**config.mk**
```make
export PLATFORM = sky130hd
export DESIGN_NAME = fft_agu
export DESIGN_NICKNAME = d
export VERILOG_FILES = /design/src/rtl/fft_agu.sv
export SDC_FILE = /design/constraint.sdc
export NUM_CORES = 1
export LEC_CHECK = 0
export ABC_CLOCK_PERIOD_IN_PS = 2660
export CORE_MARGIN = 2
export CORE_UTILIZATION = 45
export CTS_CLUSTER_SIZE = 25
export DETAILED_ROUTE_END_ITERATION = 12
export GPL_TIMING_DRIVEN = 0
export HOLD_SLACK_MARGIN = 0.05
export PLACE_DENSITY = 0.69
export SYNTH_ARGS = -nofsm -noshare
export SYNTH_HDL_FRONTEND = slang
export SYNTH_SLANG_ARGS = --single-unit
```
**constraint.sdc**
```tcl
create_clock -name clk -period 2.66 [get_ports clk]
set_input_delay 0.266 -clock clk [delete_from_list [all_inputs] [get_ports clk]]
set_output_delay 0.266 -clock clk [all_outputs]
set_load 0.02 [all_outputs]
```
**src/rtl/fft_agu.sv**
```systemverilog
// Address generation unit and stage sequencer for an in-place radix-2 FFT (one butterfly per cycle).
// Optional stall input is enabled by defining AGU_STALL_EN.
module fft_agu #(
  parameter int N        = 512,
  parameter int M        = 9,
  parameter int PIPE_LAT = 3
) (
  input  logic         clk,
  input  logic         reset,
  input  logic         start,
`ifdef AGU_STALL_EN
  input  logic         stall,
`endif
  output logic [M-1:0] rd_adr_a,
  output logic [M-1:0] rd_adr_b,
  output logic [M-2:0] twiddle_adr,
  output logic [M-1:0] wr_adr_a,
  output logic [M-1:0] wr_adr_b,
  output logic         we,
  output logic         bank_sel,
  output logic [3:0]   stage,
  output logic         busy,
  output logic         done
);

  localparam int           DW      = (PIPE_LAT > 1) ? $clog2(PIPE_LAT) : 1;
  localparam logic [M-2:0] I_LAST  = (M-1)'(N/2 - 1);
  localparam logic [M-2:0] I_ONE   = (M-1)'(1);
  localparam logic [M-2:0] TW_ONES = '1;
  localparam logic [DW-1:0] D_LAST = DW'(PIPE_LAT - 1);
  localparam logic [DW-1:0] D_ONE  = DW'(1);
  localparam logic [3:0]   S_LAST  = 4'(M - 1);

  typedef enum logic [1:0] {S_IDLE, S_ISSUE, S_DRAIN, S_DONE} state_t;

  state_t        r_state;
  state_t        w_state_next;
  logic [M-2:0]  r_i;
  logic [3:0]    r_s;
  logic [DW-1:0] r_d;
  logic          r_bank;
  logic [M-1:0]  r_rd_a;
  logic [M-1:0]  r_rd_b;
  logic [M-2:0]  r_tw;
  logic [M-1:0]  r_dl_a [PIPE_LAT];
  logic [M-1:0]  r_dl_b [PIPE_LAT];
  logic          r_dl_v [PIPE_LAT];
  logic          w_stall;
  logic          w_run;
  logic [M-2:0]  w_i_inc;
  logic [3:0]    w_s_inc;

`ifdef AGU_STALL_EN
  assign w_stall = stall;
`else
  assign w_stall = 1'b0;
`endif

  // Stall freezes everything except an idle unit waiting for start.
  assign w_run   = ~w_stall | (r_state == S_IDLE);
  assign w_i_inc = r_i + I_ONE;
  assign w_s_inc = r_s + 4'd1;

  function automatic logic [M-1:0] rotl(input logic [M-1:0] x, input logic [3:0] sh);
    logic [2*M-1:0] w_d;
    w_d = {x, x} << sh;
    return w_d[2*M-1:M];
  endfunction

  function automatic logic [M-2:0] tw_of(input logic [M-2:0] idx, input logic [3:0] sh);
    logic [M-2:0] w_mask;
    w_mask = TW_ONES << (M - 1 - int'(sh));
    return idx & w_mask;
  endfunction

  always_ff @(posedge clk or posedge reset) begin
    if (reset) r_state <= S_IDLE;
    else       r_state <= w_state_next;
  end

  always_comb begin
    w_state_next = r_state;
    if (w_run) begin
      case (r_state)
        S_IDLE:  if (start) w_state_next = S_ISSUE;
        S_ISSUE: if (r_i == I_LAST) w_state_next = S_DRAIN;
        S_DRAIN: if (r_d == D_LAST) w_state_next = (r_s == S_LAST) ? S_DONE : S_ISSUE;
        S_DONE:  w_state_next = S_IDLE;
        default: w_state_next = S_IDLE;
      endcase
    end
  end

  always_comb begin
    busy = (r_state == S_ISSUE) || (r_state == S_DRAIN);
    done = (r_state == S_DONE);
  end

  // Read addresses are loaded for the butterfly that will be presented next cycle.
  always_ff @(posedge clk or posedge reset) begin
    if (reset) begin
      r_i    <= '0;
      r_s    <= '0;
      r_d    <= '0;
      r_bank <= 1'b0;
      r_rd_a <= '0;
      r_rd_b <= '0;
      r_tw   <= '0;
    end else if (w_run) begin
      case (r_state)
        S_IDLE: begin
          if (start) begin
            r_i    <= '0;
            r_s    <= '0;
            r_d    <= '0;
            r_bank <= 1'b0;
            r_rd_a <= M'(0);
            r_rd_b <= M'(1);
            r_tw   <= '0;
          end
        end
        S_ISSUE: begin
          if (r_i == I_LAST) begin
            r_d <= '0;
          end else begin
            r_i    <= w_i_inc;
            r_rd_a <= rotl({w_i_inc, 1'b0}, r_s);
            r_rd_b <= rotl({w_i_inc, 1'b1}, r_s);
            r_tw   <= tw_of(w_i_inc, r_s);
          end
        end
        S_DRAIN: begin
          if (r_d == D_LAST) begin
            if (r_s != S_LAST) begin
              r_s    <= w_s_inc;
              r_i    <= '0;
              r_bank <= ~r_bank;
              r_rd_a <= rotl(M'(0), w_s_inc);
              r_rd_b <= rotl(M'(1), w_s_inc);
              r_tw   <= '0;
            end
          end else begin
            r_d <= r_d + D_ONE;
          end
        end
        default: ;
      endcase
    end
  end

  // Write-back delay line matching the butterfly pipeline latency.
  always_ff @(posedge clk or posedge reset) begin
    if (reset) begin
      for (int k = 0; k < PIPE_LAT; k++) begin
        r_dl_a[k] <= '0;
        r_dl_b[k] <= '0;
        r_dl_v[k] <= 1'b0;
      end
    end else if (!w_stall) begin
      r_dl_a[0] <= r_rd_a;
      r_dl_b[0] <= r_rd_b;
      r_dl_v[0] <= (r_state == S_ISSUE);
      for (int k = 1; k < PIPE_LAT; k++) begin
        r_dl_a[k] <= r_dl_a[k-1];
        r_dl_b[k] <= r_dl_b[k-1];
        r_dl_v[k] <= r_dl_v[k-1];
      end
    end
  end

  assign rd_adr_a    = r_rd_a;
  assign rd_adr_b    = r_rd_b;
  assign twiddle_adr = r_tw;
  assign bank_sel    = r_bank;
  assign stage       = r_s;
  assign wr_adr_a    = r_dl_a[PIPE_LAT-1];
  assign wr_adr_b    = r_dl_b[PIPE_LAT-1];
  assign we          = r_dl_v[PIPE_LAT-1] & ~w_stall;

endmodule

```
==> run summary <==
The clock network fraction of design power is 0.418. The highest fanout seen on the critical path is 10, and the total standard cell area after synthesis is 4690 um^2. Port buffering added 54 buffers.

The clock-pin slew on the worst setup and hold paths works out to 110 ps. Setup repair after global routing could not meet its margin everywhere. After filler insertion, the fill cell instance count of the layout stands at 912. The logs give 0 for the total count of hold-check failures in the final report and 0.567 for the sequential fraction of design power. The internal power consumption was 2.07 mW; the depth of the worst register-to-register path was 9. The core footprint is 10200 um^2. The worst register-to-register path begins at stage[0].

For the maximum number of pins on one net before global-route repair, the log shows 46. In the synthesized netlist the dominant register cell turns out to be dfrtp_1. The global-route usage over all layers came out at 0.227. The clock latency at the later pin of the worst-skew pair was 380 ps. The switching power as a share of total power works out to 0.225. The die covers 11200 um^2. The share of synthesized registers carrying an async set or reset is 1.00, and the critical path data arrival time is 2880 ps. The maximum clock insertion buffer count is 2, and the number of buffers created by CTS is 9. The tools report the top-level I/O count as 55. The die is 106 um tall. In the layout the commonest cells are 98 x dfrtp_1, 54 x clkdlybuf4s50_1, 48 x nand2_1. The tools report the synthesized net count as 464. The tool flagged a number of max-cap violations equal to 0. The per-instance average area after synthesis was 10.4 um^2. Utilization after layout: 0.568. The finished cells cover 5810 um^2. The portion of the clock cycle consumed by the worst path in the final layout was 0.960. The number of core rows came out at 37. The tools report the combinational cell fraction of total power as 0.014.

Summing all placed instances gives a cell area of 5440 um^2. The detailed placer's ending HPWL was 8890 um. The data required time at the worst endpoint is 2990 ps. On the final layout, the worst clock skew is 16.9 ps. The initial core utilization was 0.458. The worst slack after detailed placement came out at -556 ps. After detailed routing, the number of remaining DRC violations is 0. Routability-driven placement finished with a final weighted congestion of 0.943. The first global-routing pass estimated 19600 um of wire. The setup path with the least slack is of type reg -> reg. After detailed routing, the average wire length per cell comes to 18.3 um. The power density over cell area is 460 nW/um^2, and the total power is 2.68 mW. The antenna cell count is 0.

Proportion of synthesized chip area in sequential cells: 0.534. The worst setup path is launched from a flop. After the last flow step, the layout net total stands at 538. The run gives 110 ps as the register-to-register setup slack. For the pin with the worst max-slew slack, the measured transition is 730 ps. The run finished with clean final reports. Average via count per standard cell: 5.72. The number of antenna violations at the first check in global routing is 0, and the overall via count from detail_route is 3802.

For this design, the sink count on the clock tree is 100. For the net switching power of the design, the log shows 0.603 mW. Setup violations remaining at the end of the flow were counted as 0.

The number of nets still failing antenna checks after routing is 0. The area growth from synthesis to layout is 24.1%. The count of flip-flops with a built-in enable after synthesis came out at 0. In this run the horizontal extent of the chip is 106 um.

TritonCTS built the clock tree. The time the worst path needs with I/O delays and setup works out to 2550 ps. Static timing analysis puts the maximum clock frequency at 391 MHz. The share of cells above drive strength 1 is 0.155.

The total overflow left after global routing is 0. VDD sags by at most 0.000293 V. Summed over all failing endpoints, the final setup total negative slack is 0 ps.

The cell count after synthesis came out at 450. After synthesis the netlist holds a flip-flop and latch count of 100. The count of pins over their slew limit was 0. The tree is rooted in a clkbuf_8. STA classifies the critical path endpoint as a flop. The final layout contains routed wiring with a total length of 12200 um.

The library cell used most frequently in the layout, excluding fill and tap cells, is dfrtp_1. Class of the tightest hold or removal check: in -> async. Across all setup checks in the final design, the least slack found is 106 ps. In this run the static leakage power is 2.47 nW.

The synthesized netlist contains 70 unique library cells. In this run, the number of DRC markers left after iteration 0 of detailed routing was 282. For the maximum level of the CTS H-tree, the log shows 3. The tools report the number of global-route vias before repair as 3592. For this run, the detailed router's first-pass iteration total came to 5. In this run the critical register-to-register path is captured at rd_adr_a[4]. The max-slew headroom at the worst pin was 0.512.

During synthesis, Yosys emitted a total of 0 warnings.
## flip-flops by register name, indices dropped and copies added (netlist names), 2 cells and up
register	count
r_dl_a	18
r_dl_b	18
rd_adr_a	9
rd_adr_b	9
wr_adr_a	9
wr_adr_b	9
r_i	8
twiddle_adr	8
stage	4
r_d	2
r_dl_v	2
r_state	2
## worst max-delay path by stage
stage	from	endpoint	cells after the start
floorplan	stage[1]	rd_adr_a[4]	8
detailed placement	stage[1]	twiddle_adr[0]	8
finish	stage[0]	rd_adr_a[4]	9
CTS	stage[0]	rd_adr_b[4]	7
global route	r_i[1]	rd_adr_b[0]	8
global placement	stage[1]	twiddle_adr[0]	8
## cells by family after synthesis
| family | share of synthesized area |
|---|---|
| xor+xnor | 0.00935 |
| mux | 0.0107 |
| compound gates | 0.203 |
| buf+inv | 0.0681 |
| flops | 0.534 |
| simple gates | 0.146 |
| fa+ha+maj | 0.0294 |
## layer usage
layer / vias to the layer above / share of wire / GRT usage
met5: - / 0 / 0
met4: 0 / 0.029 / 0.0902
met3: 32 / 0.046 / 0.0423
met2: 124 / 0.48 / 0.359
met1: 1878 / 0.45 / 0.311
li1: 1768 / - / -
## synthesized netlist by cell type, drive strengths merged, types with 4 or more instances
master  number  share of area
a211o        6          0.011
a211oi       8          0.013
a21oi       19          0.020
a221o        4         0.0085
a22oi        4         0.0064
a31oi        7         0.0093
and2         5         0.0069
and3         4         0.0053
buf         32          0.045
clkbuf      15          0.012
dfrtp      100           0.53
ha          11          0.029
inv         12         0.0096
mux2i        5          0.011
nand2       48          0.038
nand2b       9          0.012
nand3       16          0.021
nand4        4         0.0085
nor2        21          0.017
nor3         8         0.0096
o211ai       7          0.011
o21ai       40          0.043
o31ai        6          0.013
or3          6         0.0091
## critical path, cell delays in order (launching register included)
cell and delay, ps:
dfrtp_2 400, buf_6 150, clkinvlp_4 100, ha_2 250, nand4b_1 180, nand3_4 140, or4_4 590, nand2b_2 250
o32ai_4 310, a211o_1 130
## stage by stage
step	std cells	hold slack (ps)
after floorplan	450	331
after global placement	640	332
after detailed placement	642	335
after CTS	660	280
after global routing	665	311
final	665	269
## final cells by class
cell class / count / area [um^2] / share of cell area
buffer: 45 / 273 / 0.0469
clock buffer: 9 / 124 / 0.0213
clock inverter: 7 / 108 / 0.0185
inverter: 13 / 61.3 / 0.0105
multi-input combinational: 290 / 1930 / 0.331
sequential: 100 / 2500 / 0.431
tap: 136 / 170 / 0.0293
timing repair buffer: 65 / 648 / 0.111
## what timing repair did
action | in CTS | in global routing
hold buffers | 0 | 0
pin swaps | 0 | 4
buffers inserted | 2 | 7
resized for setup | 14 | 10
endpoints found under the setup margin | 34 | 17
## power by group through the flow
stage | clock [mW] | combinational, mW | sequential (mW)
3_5_place_dp | 0 | 0.0409 | 1.55
4_1_cts | 1.15 | 0.0411 | 1.52
5_1_grt | 1.23 | 0.0459 | 1.52
2_1_floorplan | 0 | 0.0226 | 1.55
3_3_place_gp | 0 | 0.0324 | 1.55
6_report | 1.12 | 0.0382 | 1.52
Power figures use the tool's default switching activity.
